==> config.mk <==
export PLATFORM = sky130hd
export DESIGN_NAME = cmd_credit_arbiter
export DESIGN_NICKNAME = d
export VERILOG_FILES = /design/src/rtl/cmd_credit_arbiter_pkg.sv /design/src/rtl/cmd_credit_arbiter_rr_priority_select.sv /design/src/rtl/cmd_credit_arbiter.sv
export SDC_FILE = /design/constraint.sdc
export NUM_CORES = 1
export LEC_CHECK = 0
export ABC_CLOCK_PERIOD_IN_PS = 6500
export BUFFER_PORTS_ARGS = -buffer_cell sky130_fd_sc_hd__clkbuf_2
export CAP_MARGIN = 5
export CORE_ASPECT_RATIO = 0.9
export CORE_MARGIN = 5
export CORE_UTILIZATION = 30
export DETAILED_ROUTE_END_ITERATION = 10
export GPL_TIMING_DRIVEN = 0
export SLEW_MARGIN = 20
export SYNTH_ARGS = -nofsm -noshare
export SYNTH_HDL_FRONTEND = slang
export SYNTH_HIERARCHICAL = 1
export SYNTH_SLANG_ARGS = --single-unit
==> constraint.sdc <==
create_clock -name clock -period 6.5 [get_ports clock]
set_input_delay 1.3 -clock clock [delete_from_list [all_inputs] [get_ports clock]]
set_output_delay 1.3 -clock clock [all_outputs]
set_load 0.02 [all_outputs]
==> src/rtl/cmd_credit_arbiter_pkg.sv <==
`default_nettype none
// ============================================================================
//  Module      : cmd_credit_arbiter_pkg
//  Description : Shared types and constants for the command credit arbiter.
//                Channel indices map the CU/AFU command buffers onto req_in.
//  Revision    : 1.0 - initial release
// ============================================================================
package cmd_credit_arbiter_pkg;

    localparam int CMD_ARB_NUM_CHANNELS = 6;
    localparam int CREDIT_COUNT_W       = 7;

    // Arbitration mode as driven on priority_mode_in
    typedef enum logic {
        FIXED       = 1'b0,
        ROUND_ROBIN = 1'b1
    } arb_mode_e;

    typedef logic [CREDIT_COUNT_W-1:0] credit_count_t;

    // Channel numbers on req_in; index 0 is highest priority in fixed mode
    localparam int PRIORITY_RESTART        = 0;
    localparam int PRIORITY_WED            = 1;
    localparam int PRIORITY_WRITE          = 2;
    localparam int PRIORITY_READ           = 3;
    localparam int PRIORITY_PREFETCH_WRITE = 4;
    localparam int PRIORITY_PREFETCH_READ  = 5;

    // Credit pool indices
    localparam int POOL_READ  = 0;
    localparam int POOL_WRITE = 1;

endpackage
`default_nettype wire

==> src/rtl/cmd_credit_arbiter_rr_priority_select.sv <==
`default_nettype none
// ============================================================================
//  Module      : cmd_credit_arbiter_rr_priority_select
//  Description : Combinational search for the first set request bit at or
//                after a pointer, wrapping past the top index. A pointer of
//                zero gives plain lowest-index-first priority.
//  Revision    : 1.0 - initial release
// ============================================================================
module cmd_credit_arbiter_rr_priority_select #(
    parameter int NUM_REQ = 6,
    parameter int IDX_W   = $clog2(NUM_REQ)
) (
    input  logic [NUM_REQ-1:0] i_req,
    input  logic [IDX_W-1:0]   i_ptr,
    output logic [NUM_REQ-1:0] o_grant,
    output logic               o_found,
    output logic [IDX_W-1:0]   o_index
);

    localparam logic [IDX_W:0] c_num_req = (IDX_W + 1)'(NUM_REQ);

    logic [2*NUM_REQ-1:0] w_req_dbl;
    logic [2*NUM_REQ-1:0] w_req_shift;
    logic [NUM_REQ-1:0]   w_req_rot;
    logic [IDX_W-1:0]     w_offset;
    logic [IDX_W:0]       w_sum;

    // Rotate so bit k of w_req_rot is request (ptr + k) mod NUM_REQ
    assign w_req_dbl   = {i_req, i_req};
    assign w_req_shift = w_req_dbl >> i_ptr;
    assign w_req_rot   = w_req_shift[NUM_REQ-1:0];

    // Lowest set bit of the rotated vector, mapped back to a channel index
    always_comb begin
        o_found  = 1'b0;
        w_offset = '0;
        o_grant  = '0;
        for (int k = NUM_REQ - 1; k >= 0; k--) begin
            if (w_req_rot[k]) begin
                o_found  = 1'b1;
                w_offset = IDX_W'(k);
            end
        end
        w_sum = {1'b0, i_ptr} + {1'b0, w_offset};
        if (w_sum >= c_num_req) begin
            w_sum = w_sum - c_num_req;
        end
        o_index = w_sum[IDX_W-1:0];
        for (int i = 0; i < NUM_REQ; i++) begin
            o_grant[i] = o_found && (o_index == IDX_W'(i));
        end
    end

endmodule
`default_nettype wire

==> src/rtl/cmd_credit_arbiter.sv <==
`default_nettype none
// ============================================================================
//  Module      : cmd_credit_arbiter
//  Description : N-channel command arbiter with separate read and write
//                credit pools. Grants at most one channel per cycle, gated
//                by the credit pool of that channel's class, with fixed or
//                round-robin priority. Credits return on PSL responses.
//  Revision    : 1.0 - initial release
// ============================================================================
module cmd_credit_arbiter
    import cmd_credit_arbiter_pkg::*;
#(
    parameter int NUM_CHANNELS  = CMD_ARB_NUM_CHANNELS,
    parameter int CREDITS_READ  = 32,
    parameter int CREDITS_WRITE = 32,
    parameter int CREDITS_TOTAL = CREDITS_READ + CREDITS_WRITE,
    parameter int CH_W          = $clog2(NUM_CHANNELS)
) (
    input  logic                    clock,
    input  logic                    reset,
    input  logic                    enabled_in,
    input  logic                    priority_mode_in,
    input  logic [NUM_CHANNELS-1:0] req_in,
    input  logic [NUM_CHANNELS-1:0] req_is_write_in,
    output logic [NUM_CHANNELS-1:0] grant_out,
    output logic                    cmd_valid_out,
    output logic [CH_W-1:0]         cmd_channel_out,
    output logic                    cmd_is_write_out,
    input  logic                    rsp_credit_valid_in,
    input  logic                    rsp_credit_is_write_in,
    output logic [6:0]              credits_read_out,
    output logic [6:0]              credits_write_out,
    output logic                    credit_error_out
);

    if (CREDITS_TOTAL > 64) begin : g_check_credits
        $error("cmd_credit_arbiter: CREDITS_TOTAL must not exceed 64");
    end
    if (NUM_CHANNELS < 2 || NUM_CHANNELS > 16) begin : g_check_channels
        $error("cmd_credit_arbiter: NUM_CHANNELS must be in 2..16");
    end

    logic [NUM_CHANNELS-1:0] w_eligible;
    logic [NUM_CHANNELS-1:0] w_grant;
    logic                    w_found;
    logic [CH_W-1:0]         w_index;
    logic [CH_W-1:0]         w_ptr;
    logic                    w_grant_is_write;
    logic [1:0]              w_pool_take;
    logic [1:0]              w_pool_give;
    logic [1:0]              w_pool_avail;
    logic [1:0]              w_pool_overflow;

    logic [CH_W-1:0]         r_rr_ptr;
    logic                    r_cmd_valid;
    logic [CH_W-1:0]         r_cmd_channel;
    logic                    r_cmd_is_write;
    logic                    r_credit_error;

    // A channel competes only when enabled, requesting and its pool has credit
    always_comb begin
        w_eligible = '0;
        for (int i = 0; i < NUM_CHANNELS; i++) begin
            w_eligible[i] = !reset && enabled_in && req_in[i] &&
                            (req_is_write_in[i] ? w_pool_avail[POOL_WRITE]
                                                : w_pool_avail[POOL_READ]);
        end
    end

    // Fixed mode is the same search anchored at index 0
    assign w_ptr = (arb_mode_e'(priority_mode_in) == ROUND_ROBIN) ? r_rr_ptr : '0;

    cmd_credit_arbiter_rr_priority_select #(
        .NUM_REQ (NUM_CHANNELS),
        .IDX_W   (CH_W)
    ) u_select (
        .i_req   (w_eligible),
        .i_ptr   (w_ptr),
        .o_grant (w_grant),
        .o_found (w_found),
        .o_index (w_index)
    );

    assign grant_out        = w_grant;
    assign w_grant_is_write = |(w_grant & req_is_write_in);

    assign w_pool_take[POOL_WRITE] = w_found && w_grant_is_write;
    assign w_pool_take[POOL_READ]  = w_found && !w_grant_is_write;
    assign w_pool_give[POOL_WRITE] = rsp_credit_valid_in && rsp_credit_is_write_in;
    assign w_pool_give[POOL_READ]  = rsp_credit_valid_in && !rsp_credit_is_write_in;

    for (genvar p = 0; p < 2; p++) begin : g_pool
        localparam credit_count_t c_max =
            credit_count_t'((p == POOL_WRITE) ? CREDITS_WRITE : CREDITS_READ);

        credit_count_t r_count;
        logic          w_full;

        assign w_full             = (r_count == c_max);
        assign w_pool_avail[p]    = (r_count != '0);
        assign w_pool_overflow[p] = w_pool_give[p] && !w_pool_take[p] && w_full;

        // Take and give in one cycle cancel; a give to a full pool is dropped
        always_ff @(posedge clock) begin
            if (reset) begin
                r_count <= c_max;
            end else if (w_pool_take[p] && !w_pool_give[p]) begin
                r_count <= r_count - credit_count_t'(1);
            end else if (w_pool_give[p] && !w_pool_take[p] && !w_full) begin
                r_count <= r_count + credit_count_t'(1);
            end
        end
    end

    assign credits_read_out  = g_pool[POOL_READ].r_count;
    assign credits_write_out = g_pool[POOL_WRITE].r_count;

    // Pointer follows every grant in both modes so a mode switch stays fair
    always_ff @(posedge clock) begin
        if (reset) begin
            r_rr_ptr <= '0;
        end else if (w_found) begin
            r_rr_ptr <= (w_index == CH_W'(NUM_CHANNELS - 1)) ? '0
                                                             : w_index + CH_W'(1);
        end
    end

    // Registered command presented to the PSL one cycle after the transfer
    always_ff @(posedge clock) begin
        if (reset) begin
            r_cmd_valid    <= 1'b0;
            r_cmd_channel  <= '0;
            r_cmd_is_write <= 1'b0;
        end else begin
            r_cmd_valid <= w_found;
            if (w_found) begin
                r_cmd_channel  <= w_index;
                r_cmd_is_write <= w_grant_is_write;
            end
        end
    end

    // Sticky flag for a credit returned to an already full pool
    always_ff @(posedge clock) begin
        if (reset) begin
            r_credit_error <= 1'b0;
        end else if (|w_pool_overflow) begin
            r_credit_error <= 1'b1;
        end
    end

    assign cmd_valid_out    = r_cmd_valid;
    assign cmd_channel_out  = r_cmd_channel;
    assign cmd_is_write_out = r_cmd_is_write;
    assign credit_error_out = r_credit_error;

endmodule
`default_nettype wire

==> Word-level counts from Yosys, hierarchy flattened <==
Cells that the tools add are included.
{ "word_totals": {"ff_bits": 23, "in_bits": 18} }
{ "classes": {"n_reduce_logical": 47, "addsub": 7, "n_eq_ne": 7, "mux": 25, "magnitude_cmp": 1, "bitwise_logic": 1, "shift": 1} }
{ "ops": {"columns": ["cell", "n"], "rows": [
  ["$logic_and A1 B1 Y1", 31],
  ["$mux W7", 4],
  ["$mux W3", 9],
  ["$add A7 B1 Y7 const B", 2],
  ["$eq A7 B6 Y1 const B", 2],
  ["$reduce_bool A7 Y1", 2],
  ["$sub A7 B1 Y7 const B", 2],
  ["$mux W1", 12],
  ["$shr A12 B3 Y6", 1],
  ["$logic_not A1 Y1", 9],
  ["$and A6 B6 Y6", 1],
  ["$eq A3 B2 Y1 const B", 2],
  ["$eq A3 B3 Y1 const B", 2],
  ["$reduce_or A6 Y1", 1],
  ["$add A3 B3 Y4", 1],
  ["$ge A4 B3 Y1 const B", 1],
  ["$reduce_bool A2 Y1", 2],
  ["$add A3 B1 Y3 const B", 1],
  ["$eq A3 B1 Y1 const B", 1],
  ["$logic_not A3 Y1", 1],
  ["$sub A3 B3 Y3 const B", 1],
  ["$reduce_or A2 Y1", 1]
]} }

==> Depth between registers and ports, before layout <==
{ "depth": {"depth_word": 25, "ltp_mapped": 27, "ltp_nobuf": 26} }

==> By module <==
The synthesis kept the hierarchy.
{ "by_module_without_submodules": {"columns": ["mod", "seq_area_each_um2", "n_inst", "area_per_inst_um2", "cells_each"], "rows": [
  ["cmd_credit_arbiter", 460.4, 1, 1652.8, 189],
  ["cmd_credit_arbiter_rr_priority_select", 0.0, 1, 600.6, 70]
]} }

==> Least setup slack after synthesis <==
No wires, ideal clock.
{ "synth_path": {"path_kind": "input -> register", "start": "input priority_mode_in", "end": "register g_pool[0].r_count[6] (netlist: credits_read_out[6])", "arrival_ps": 6972, "cell_stages": 24, "n_path_buf": 2, "required_ps": 6379, "slack_ps": -593, "cell_sequence": "and2_1 -> buf_2 -> mux4_2 -> or2b_1 -> a22oi_1 -> a311oi_1 -> ha_1 -> fa_1 -> xnor2_1 -> nand2_1 -> o21ai_0 -> nor4b_1 -> a22oi_2 -> and4_1 -> buf_6 -> nand2_1 -> inv_1 -> ha_1 -> and2b_2 -> nor3_2 -> o21bai_1 -> a21oi_1 -> mux2i_1 -> mux2_2"} }
{ "synth_between": {"elab_chain_len": 21, "word_cells_on_any_way": 40, "cone_classes": "add/sub: 2; order compare: 1; eq/ne: 5; shift: 1; mux: 15; bitwise: 1; reduce/logical: 15"} }
{ "synth_lines": {"columns": ["item", "line_no", "source"], "rows": [
  ["from (decl)", "cmd_credit_arbiter.sv:22", "input logic priority_mode_in,"],
  ["$mux W3 (*)", "cmd_credit_arbiter.sv:71", "assign w_ptr = (arb_mode_e'(priority_mode_in) == ROUND_ROBIN) ? r_rr_ptr : '0;"],
  ["$shr A12 B3 Y6", "cmd_credit_arbiter_rr_priority_select.sv:30", "assign w_req_shift = w_req_dbl >> i_ptr;"],
  ["$mux W3 (6 in series)", "cmd_credit_arbiter_rr_priority_select.sv:39", "if (w_req_rot[k]) begin"],
  ["$add A3 B3 Y4 (*)", "cmd_credit_arbiter_rr_priority_select.sv:44", "w_sum = {1'b0, i_ptr} + {1'b0, w_offset};"],
  ["$ge A4 B3 Y1 / $sub A3 B3 Y3 (equally long branches)", "cmd_credit_arbiter_rr_priority_select.sv:45, cmd_credit_arbiter_rr_priority_select.sv:46", null],
  ["$mux W3 (*)", "cmd_credit_arbiter_rr_priority_select.sv:45", "if (w_sum >= c_num_req) begin"],
  ["via w_index[2]", "cmd_credit_arbiter.sv:46", "logic [CH_W-1:0] w_index;"],
  ["$eq A3 B3 Y1 (*)", "cmd_credit_arbiter_rr_priority_select.sv:50", "o_grant[i] = o_found && (o_index == IDX_W'(i));"],
  ["$logic_and A1 B1 Y1 (*)", "cmd_credit_arbiter_rr_priority_select.sv:50", null],
  ["via grant_out[4]", "cmd_credit_arbiter.sv:25", "output logic [NUM_CHANNELS-1:0] grant_out,"],
  ["$and A6 B6 Y6 (*)", "cmd_credit_arbiter.sv:85", "assign w_grant_is_write = |(w_grant & req_is_write_in);"],
  ["$reduce_or A6 Y1 (*)", "cmd_credit_arbiter.sv:85", null],
  ["$logic_not A1 Y1 (*)", "cmd_credit_arbiter.sv:88", "assign w_pool_take[POOL_READ] = w_found && !w_grant_is_write;"],
  ["$logic_and A1 B1 Y1 (*)", "cmd_credit_arbiter.sv:88", null],
  ["$logic_not A1 Y1", "cmd_credit_arbiter.sv:109", "end else if (w_pool_give[p] && !w_pool_take[p] && !w_full) begin"],
  ["$logic_and A1 B1 Y1 (2 in series)", "cmd_credit_arbiter.sv:109", null],
  ["$reduce_bool A2 Y1 (no source line)", null, null],
  ["to (signal assigned)", "cmd_credit_arbiter.sv:106", "r_count <= c_max;"],
  ["to (signal assigned)", "cmd_credit_arbiter.sv:108", "r_count <= r_count - credit_count_t'(1);"],
  ["to (signal assigned)", "cmd_credit_arbiter.sv:110", "r_count <= r_count + credit_count_t'(1);"],
  ["to (decl)", "cmd_credit_arbiter.sv:96", "credit_count_t r_count;"]
]} }
Mark *: on every way through the listed nets, which the timed path passes. The rest lies on a longest branch.
A chain may end at the register's enable or synchronous reset.

==> Final worst setup path <==
{ "layout_path": {"start": "input reset", "end": "register g_pool[0].r_count[6] (netlist: credits_read_out[6])"} }
{ "layout_between": {"elab_chain_len": 24, "word_cells_on_any_way": 53, "cone_classes": "add/sub: 2; order compare: 1; eq/ne: 5; shift: 1; mux: 14; bitwise: 1; reduce/logical: 29"} }
{ "layout_lines": {"columns": ["item", "line_no", "source"], "rows": [
  ["from (decl)", "cmd_credit_arbiter.sv:20", "input logic reset,"],
  ["$logic_not A1 Y1 (*)", "cmd_credit_arbiter.sv:64", "w_eligible[i] = !reset && enabled_in && req_in[i] &&"],
  ["$logic_and A1 B1 Y1 (*) (3 in series)", "cmd_credit_arbiter.sv:64", null],
  ["via w_eligible[3]", "cmd_credit_arbiter.sv:43", "logic [NUM_CHANNELS-1:0] w_eligible;"],
  ["$shr A12 B3 Y6 (*)", "cmd_credit_arbiter_rr_priority_select.sv:30", null],
  ["$mux W3 (5 in series)", "cmd_credit_arbiter_rr_priority_select.sv:39", null],
  ["$mux W3 (*)", "cmd_credit_arbiter_rr_priority_select.sv:39", null],
  ["$add A3 B3 Y4 (*)", "cmd_credit_arbiter_rr_priority_select.sv:44", null],
  ["$ge A4 B3 Y1 / $sub A3 B3 Y3 (equally long branches)", "cmd_credit_arbiter_rr_priority_select.sv:45, cmd_credit_arbiter_rr_priority_select.sv:46", null],
  ["[... 1 more ...]", null, null],
  ["via w_index[2]", "cmd_credit_arbiter.sv:46", null],
  ["[... 1 more ...]", null, null],
  ["$logic_and A1 B1 Y1", "cmd_credit_arbiter_rr_priority_select.sv:50", null],
  ["$and A6 B6 Y6 (*)", "cmd_credit_arbiter.sv:85", null],
  ["$reduce_or A6 Y1 (*)", "cmd_credit_arbiter.sv:85", null],
  ["$logic_not A1 Y1 (*)", "cmd_credit_arbiter.sv:88", null],
  ["$logic_and A1 B1 Y1 (*)", "cmd_credit_arbiter.sv:88", null],
  ["$logic_not A1 Y1", "cmd_credit_arbiter.sv:109", null],
  ["$logic_and A1 B1 Y1 (2 in series)", "cmd_credit_arbiter.sv:109", null],
  ["$reduce_bool A2 Y1 (no source line)", null, null]
]} }
Marks and branches as above.

==> qor.yml <==
grt_pass1_vias: 2013
pin_count: 44
final_area_um2: 2960
drtPass1Iterations: 4
worstReg2RegEnd: "credits_read_out[6]"
hp-start: "r_rr_ptr[1]"
skew_ns: 0.00404
rsz0062_at_grt: "true"
clkLatencyLatePin_ns: 0.26
maxSlewViolCount: 0
whs_endpoint: "r_rr_ptr[1]"
clk_pin_slew_ns: 0.08
ys_seq_area_frac: 0.204
fp.dieH_um: 92.2
num_vias: 2118
final_common_cell: "clkbuf_2"
gp_congestion: 0.831
grt_max_degree: 13
critical_path.startpoint_type: "primary input"
start_util: 0.303
required_ns: 6.66
r2r_slack_ns: 0.32
hold_viol: 0
max_slew.worst_pin.slew_ns: 0.934
ff2ff_path_depth: 27
numPortBuffers: 43
p_per_area_nw_per_um2: 575
numCtsBuffers: 3
r2r_start: "credits_write_out[1]"
min_path_type: "reg -> reg"
cts_root_buf: "clkbuf_8"
path_class: "in -> reg"
crit_path_max_fanout: 7
syn_to_final_growth_pct: 31.4
cts_tree: "done"
antenna_found_initial: 0
dpl.hpwl_um: 4440
fin_ws_ns: 0.186
setup_violations: 0
die_w_um: 101
drc: 0
max_freq_mhz: 158
maxCapViolations: 0
ys_seq_elements: 23
post-route-util: 0.398
status: "complete, no violations"
synth_area_um2: 2250
gr-total-overflow: 0
viasPerCell: 5.14
clock-sinks: 23
critical_path_arrival_ns: 6.47
layout_min_cycle_time_ns: 6.31
period_share: 0.971
drt_iter0_markers: 54
cts_htree_levels: 1
grt_pass1_wl_um: 9350
final_cell_mix: "clkbuf_2, nor2_1, dfxtp_1"
n_antenna_cell: 0
synth_cells: 259
cts-hold-fix-buffers: 0
ys_top_cells_by_area: "dfxtp_1, ha_1, mux2i_1"
ys_warn_count: 6
ys.flop_type: "dfxtp_1"
holdWs_ns: 0.483
cts_buffer_depth: 2
synth.avg_cell_area_um2: 8.70
p_leak_uw: 0.00123
synth.top_cell.area_share: 0.204
core-area_um2: 7430
vdd_drop_max_v: 0.000196
synth_cell_types: 64
synth_nets: 293
drive_above_1_share: 0.380
final_antenna_net_count: 0
rows: 30
wl_per_cell_um: 13.8
dieArea_um2: 9350
synth-edff-count: 0
hold_depth: 2
max_slew_margin: 0.377
yosysTopAreaCell: "dfxtp_1"
final_nets: 351
wl_um: 5670
place_ws_ns: -0.584
place_area_um2: 2700
grt_usage: 0.119
synthArstFlopShare: 0
cp-end-kind: "flop"
## layer usage
metal,vias up,GRT usage,wire (um)
met2,31,0.197,2730
met4,0,0.0144,68
met3,6,0.0251,178
met1,1011,0.164,2690
li1,1070,-,-
met5,-,0,0
## registers in the layout, summed over array words and instances, names as in the netlist
register and count:
cmd_channel_out 3, cmd_is_write_out 1, cmd_valid_out 1, credit_error_out 1, credits_read_out 7, credits_write_out 7, r_rr_ptr 3
## through the flow
step | instances | total power [uW] | TNS (ns)
2_1_floorplan | 259 | 1220 | 0
3_3_place_gp | 398 | 1450 | -1.49
3_5_place_dp | 398 | 1470 | -1.87
4_1_cts | 407 | 1650 | 0
5_1_grt | 412 | 1860 | -0.112
6_report | 412 | 1700 | 0
## synth_stat cells (all sizes together), types with 6 or more instances
cell type,number
mux4,6
inv,13
nor2,36
and3,8
o21ai,7
a21oi,18
nand2b,8
ha,13
nand2,12
mux2i,16
dfxtp,23
nor3,11
## worst max path at each step
stage | startpoint | to | cells after the start
2_1_floorplan | priority_mode_in | credits_read_out[6] | 24
3_3_place_gp | reset | credits_read_out[6] | 25
3_5_place_dp | reset | credits_read_out[6] | 25
4_1_cts | reset | credits_read_out[6] | 25
5_1_grt | reset | credits_read_out[6] | 26
6_report | reset | credits_read_out[6] | 25
## logic make-up (layout without fill, tap and decap cells)
family,count (synthesis),in the layout,synth area share
multiplexers,23,23,0.149
AO/OA/AOI/OAI,59,59,0.204
AND/OR/NAND/NOR,108,108,0.260
XOR/XNOR,8,8,0.0311
flip-flops,23,23,0.204
adder cells (fa/ha/maj),16,16,0.0988
buffers and inverters,22,79,0.0533
## cell type report
class / instances / area, um2
tap: 96 / 120
timing repair buffer: 53 / 305
buffer: 9 / 83.8
clock buffer: 4 / 45.0
multi-input combinational: 214 / 1900
sequential: 23 / 460
fill: 760 / 4470
inverter: 13 / 48.8
## where the power goes
group	leakage, uW	internal [uW]	switching (uW)
Clock	0.0000228	43.7	44.9
Sequential	0.000189	201	62.8
Combinational	0.00102	619	729
## critical path, stage by stage
cell      delay, ns
clkbuf_4       0.15
nor2b_2        0.20
and3_1         0.29
mux4_2         0.32
inv_1          0.06
a221oi_1       0.35
a311oi_2       0.09
ha_2           0.23
fa_2           0.63
or2_2          0.15
o21ai_4        0.07
buf_12         0.14
nor4_4         0.31
a22oi_2        0.13
and4_1         0.22
buf_6          0.13
nand2_2        0.09
inv_2          0.08
ha_1           0.32
and2b_2        0.23
nor3_2         0.13
o21bai_1       0.10
a21oi_1        0.16
mux2i_1        0.24
mux2_2         0.35
## timing repair
action / in CTS / in global routing
pin swaps: 1 / 7
endpoints found under the hold margin: 0 / 0
setup endpoints to repair: 4 / 4
gates cloned: 0 / 0
buffers inserted: 5 / 5
resized for setup: 12 / 29
No activity file was read; power rests on OpenSTA's default activity.
